===== src/rtl/fp_wb_arbiter.sv =====
// rtl/fp_wb_arbiter.sv - N-channel FP writeback arbiter with registered output and fflags merge
// Optional sticky flag accumulator: FP_WB_ARB_STICKY_FFLAGS_EN
module fp_wb_arbiter #(
    parameter int NUM_CHANNELS = 4,
    parameter int DATA_WIDTH   = 64,
    parameter int ID_WIDTH     = 3,
    parameter int ARB_MODE     = 0
) (
    input  logic                             clk,
    input  logic                             rst,
    input  logic [NUM_CHANNELS-1:0]          in_done,
    input  logic [NUM_CHANNELS*ID_WIDTH-1:0] in_id,
    input  logic [NUM_CHANNELS*DATA_WIDTH-1:0] in_rd,
    input  logic [NUM_CHANNELS*5-1:0]        in_fflags,
    output logic [NUM_CHANNELS-1:0]          in_ack,
    output logic                             wb_done,
    output logic [ID_WIDTH-1:0]              wb_id,
    output logic [DATA_WIDTH-1:0]            wb_rd,
    input  logic                             wb_ack,
    input  logic                             int_done,
    input  logic                             int_ack,
    input  logic [4:0]                       int_fflags,
    output logic [4:0]                       fflags,
`ifdef FP_WB_ARB_STICKY_FFLAGS_EN
    input  logic                             sticky_clr,
    output logic [4:0]                       sticky_fflags,
`endif
    output logic                             busy
);

    localparam int PTR_W = (NUM_CHANNELS > 2) ? $clog2(NUM_CHANNELS) : 1;

    logic [PTR_W-1:0]      ptr;
    logic [PTR_W-1:0]      grant_idx;
    logic                  grant_vld;
    logic                  load_en;
    int                    start_pos;
    logic [4:0]            stored_flags;
    logic [ID_WIDTH-1:0]   sel_id;
    logic [DATA_WIDTH-1:0] sel_rd;
    logic [4:0]            sel_flags;
    logic                  fp_acc;
    logic                  int_acc;

    assign load_en   = ~wb_done | wb_ack;
    assign start_pos = (ARB_MODE == 1) ? 0 : int'(ptr);
    assign busy      = wb_done | (|in_done);

    // Grant depends only on in_done, ptr and load_en; data never feeds back into it.
    always_comb begin
        grant_vld = 1'b0;
        grant_idx = '0;
        in_ack    = '0;
        if (load_en) begin
            for (int off = 0; off < NUM_CHANNELS; off++) begin
                if (!grant_vld && in_done[(start_pos + off) % NUM_CHANNELS]) begin
                    grant_vld = 1'b1;
                    grant_idx = PTR_W'((start_pos + off) % NUM_CHANNELS);
                    in_ack[(start_pos + off) % NUM_CHANNELS] = 1'b1;
                end
            end
        end
    end

    always_comb begin
        sel_id    = '0;
        sel_rd    = '0;
        sel_flags = '0;
        for (int i = 0; i < NUM_CHANNELS; i++) begin
            if (in_ack[i]) begin
                sel_id    = in_id[i*ID_WIDTH +: ID_WIDTH];
                sel_rd    = in_rd[i*DATA_WIDTH +: DATA_WIDTH];
                sel_flags = in_fflags[i*5 +: 5];
            end
        end
    end

    always_ff @(posedge clk) begin
        if (rst) begin
            wb_done      <= 1'b0;
            wb_id        <= '0;
            wb_rd        <= '0;
            stored_flags <= '0;
            ptr          <= '0;
        end else if (load_en) begin
            wb_done <= grant_vld;
            if (grant_vld) begin
                wb_id        <= sel_id;
                wb_rd        <= sel_rd;
                stored_flags <= sel_flags;
                if (ARB_MODE == 0) begin
                    ptr <= (grant_idx == PTR_W'(NUM_CHANNELS - 1)) ? '0 : grant_idx + PTR_W'(1);
                end
            end
        end
    end

    assign fp_acc  = wb_done & wb_ack;
    assign int_acc = int_done & int_ack;

    always_comb begin
        fflags = 5'b0;
        if (fp_acc && int_acc) begin
            fflags = stored_flags | int_fflags;
        end else if (fp_acc) begin
            fflags = stored_flags;
        end else if (int_acc) begin
            fflags = int_fflags;
        end
    end

`ifdef FP_WB_ARB_STICKY_FFLAGS_EN
    // The clear applies to the old value only, so flags accepted this cycle survive it.
    always_ff @(posedge clk) begin
        if (rst) begin
            sticky_fflags <= 5'b0;
        end else begin
            sticky_fflags <= (sticky_clr ? 5'b0 : sticky_fflags) | fflags;
        end
    end
`endif

endmodule


===== config.mk =====
export PLATFORM = sky130hd
export DESIGN_NAME = fp_wb_arbiter
export DESIGN_NICKNAME = d
export VERILOG_FILES = /design/src/rtl/fp_wb_arbiter.sv
export SDC_FILE = /design/constraint.sdc
export NUM_CORES = 1
export LEC_CHECK = 0
export ABC_AREA = 1
export CAP_MARGIN = 25
export CORE_AREA = 2 2 148 150
export DETAILED_ROUTE_END_ITERATION = 10
export DIE_AREA = 0 0 150 152
export SYNTH_ARGS = -nofsm -noshare
export SYNTH_HDL_FRONTEND = slang
export SYNTH_SLANG_ARGS = --single-unit

===== constraint.sdc =====
create_clock -name clk -period 3.94 [get_ports clk]
set_clock_uncertainty 0.15 [all_clocks]
set_input_delay 1.182 -clock clk [delete_from_list [all_inputs] [get_ports clk]]
set_output_delay 1.182 -clock clk [all_outputs]
set_load 0.1 [all_outputs]

==> qor.txt <==
Post-Syn Area - 0.005939 mm2
Final Power - 0.009555 W
async set or reset register ratio after synthesis - 0
max_cap viols - 0
number of synthesized flops with an enable pin - 0
register clock-pin slew on the reported worst setup and hold paths - 60 ps
Initial Util - 0.2782
final worst-path cycle share - 0.9861
actual slew at the worst max-slew pin - 974.7 ps
register bit count reported by yosys - 75
area leader, netlist - dfxtp_1
Max FO, Critical Path - 7
Slew HR - 0.3502
# H-tree levels - 3
Switch Pwr - 0.005703 W
Post-Synthesis Cells - 1039
DRT Wirelength - 29.03 mm
vias in the first global route - 7646
Static Leakage - 4.583 nW
Layout Utilization - 0.4873
crit path DAT - 2550 ps
synthesis-to-finish area growth - 75.16%
sequential element share of the synthesized area - 0.2528
Clock power frac - 0.098
antenna-violating nets left - 0
Net Count, Synth - 1348
area post-placement - 0.009916 mm2
most frequent cells after synthesis - nand2_1, nand3_1, o21ai_0
synth top area cells - dfxtp_1, nand2_1, nand3_1, o21ai_0, a21oi_1
startpoint types - input port
die area - 0.02280 mm2
Power Density - 918.4 mW/mm2
WS Path Type - input port to primary output
library cell with the highest instance count after synthesis - nand2_1
GPL Wtd Cong - 0.9029
hold_buf cts - 0
CP required - 2610 ps
CTS Buf Count - 9
clock buffer depth - 2
Fin. Hold Viols - 0
status - finished clean
Peak VDD IR - 0.5144 mV
Hold Path Class - register to register
Vias/cell - 4.919
Die Y - 152 um
number of port buffers - 379
NumNets Final - 1687
CTS sink cnt - 75
largest net degree at the start of global routing - 96
drt initial violations - 431
Synth cell types - 29
Power Internal - 0.003852 W
CP endpoint kind - primary output
first-pass GRT wire length - 43.50 mm
layout cell share with drive strength beyond 1 - 0.1374
gr usage total - 0.2435
die width - 150 um
FP Rows - 54
GRT overflow - 0
Yosys Warn Count - 0
Hold Slack - 314.7 ps
core footprint - 0.02135 mm2
Max Slew Vio Count - 0
First-pass DRT Iterations - 4
Synth top area share - 0.2528
Mean Syn Cell Area - 5.717 um2
initial antenna violation count - 3
design area - 0.01040 mm2
vias - 8190
drt wl/cell - 17.44 um
Most used DFF post-synth - dfxtp_1
shortest period the worst path allows - 3885 ps
combinational share of power - 0.778
f_max - 257.4 MHz
post-DP HPWL - 19.55 mm
Clock Tree Root - clkbuf_16
CTS tree - done
Setup violations, final - 0
Switching Share - 0.5968
Flop pwr share - 0.124
worst skew pair latency - 340 ps
DRC - 0
num ports - 380
registers in the layout, summed over array words and instances (netlist names):
name	flops
stored_flags	5
wb_id	3
ptr	2
wb_done	1
wb_rd	64
worst max-delay path: stages:
cell,delay [ps]
clkdlybuf4s15_1,180
inv_1,50
nand2_2,110
nand3_4,90
nand2_4,170
nor2_4,60
a21oi_1,180
nand3_2,110
nand2_2,120
clkinvlp_4,110
buf_12,170
cells by family after synthesis:
logic type / synth area share
buf+inv: 0.1220
simple gates: 0.3573
fa+ha+maj: 0.01475
compound gates: 0.2532
flops: 0.2528
repair_timing:
item,4_1_cts,5_1_grt
setup buffers,1,7
setup endpoints to repair,5,5
cloned,1,0
pin swaps,8,11
resized for setup,11,22
power by group through the flow:
stage | registers [W] | logic (W) | clock network (W)
floorplan | 0.00274 | 0.00379 | 0
global placement | 0.00118 | 0.00727 | 0
detailed placement | 0.00119 | 0.00731 | 0
CTS | 0.00117 | 0.00739 | 0.000971
global route | 0.00121 | 0.00811 | 0.000999
finish | 0.00118 | 0.00743 | 0.000940
routing by layer:
| metal | track usage | share of wire | up-vias |
|---|---|---|---|
| met5 | 0 | 0.00059 | - |
| met4 | 0.08491 | 0.025 | 2 |
| met2 | 0.4081 | 0.48 | 368 |
| met3 | 0.06517 | 0.094 | 39 |
| li1 | - | - | 4097 |
| met1 | 0.2988 | 0.41 | 3684 |
path summary, 6_finish.rpt:
| check | from | to | slack (ps) | depth (start not counted) |
|---|---|---|---|---|
| max | in_done[0] | in_ack[0] | 50 | 11 |
| min | wb_rd[61]$_SDFFE_PP0P_ | wb_rd[61]$_SDFFE_PP0P_ | 310 | 2 |
| max reg2reg | ptr[1]$_SDFFE_PP0P_ | wb_rd[33]$_SDFFE_PP0P_ | 580 | 17 |
| min reg2reg | wb_rd[61]$_SDFFE_PP0P_ | wb_rd[61]$_SDFFE_PP0P_ | 310 | 2 |
cell usage in the layout (no fill, tap or decap), drive strengths merged:
cell type | synthesis | final
nand2 | 250 | 250
clkbuf | 48 | 13
ha | 7 | 7
bufinv | 0 | 2
nand3 | 148 | 148
o211ai | 1 | 1
dfxtp | 75 | 75
buf | 36 | 110
diode | 0 | 2
clkdlybuf4s15 | 0 | 3
inv | 94 | 90
o21ai | 171 | 171
o22ai | 1 | 1
clkinvlp | 0 | 5
or2 | 25 | 25
clkdlybuf4s50 | 0 | 297
a21boi | 1 | 1
nand4 | 5 | 5
a22oi | 1 | 1
clkinv | 0 | 1
a21oi | 121 | 121
o21a | 1 | 1
nor2 | 53 | 54
a31oi | 1 | 1
stage by stage:
step	cells	TNS (ps)	setup slack (ps)
final	1665	0	54.95
after floorplan	1039	-11.42	-11.42
after CTS	1657	0	4.220
after global routing	1665	-64.37	-62.51
after global placement	1639	-4573	-192.5
after detailed placement	1639	-6730	-212.1
area by class of cell:
cell class / count / area (um2)
Clock buffer: 12 / 256.5
Clock inverter: 4 / 72.57
Timing Repair Buffer: 411 / 3991
Sequential cell: 75 / 1505
Inverter: 94 / 370.4
Tap cell: 280 / 350.3
Multi-Input combinational cell: 787 / 3852
Antenna cell: 2 / 5.005
Fill cell: 2210 / 10950
Power figures use the tool's default switching activity.
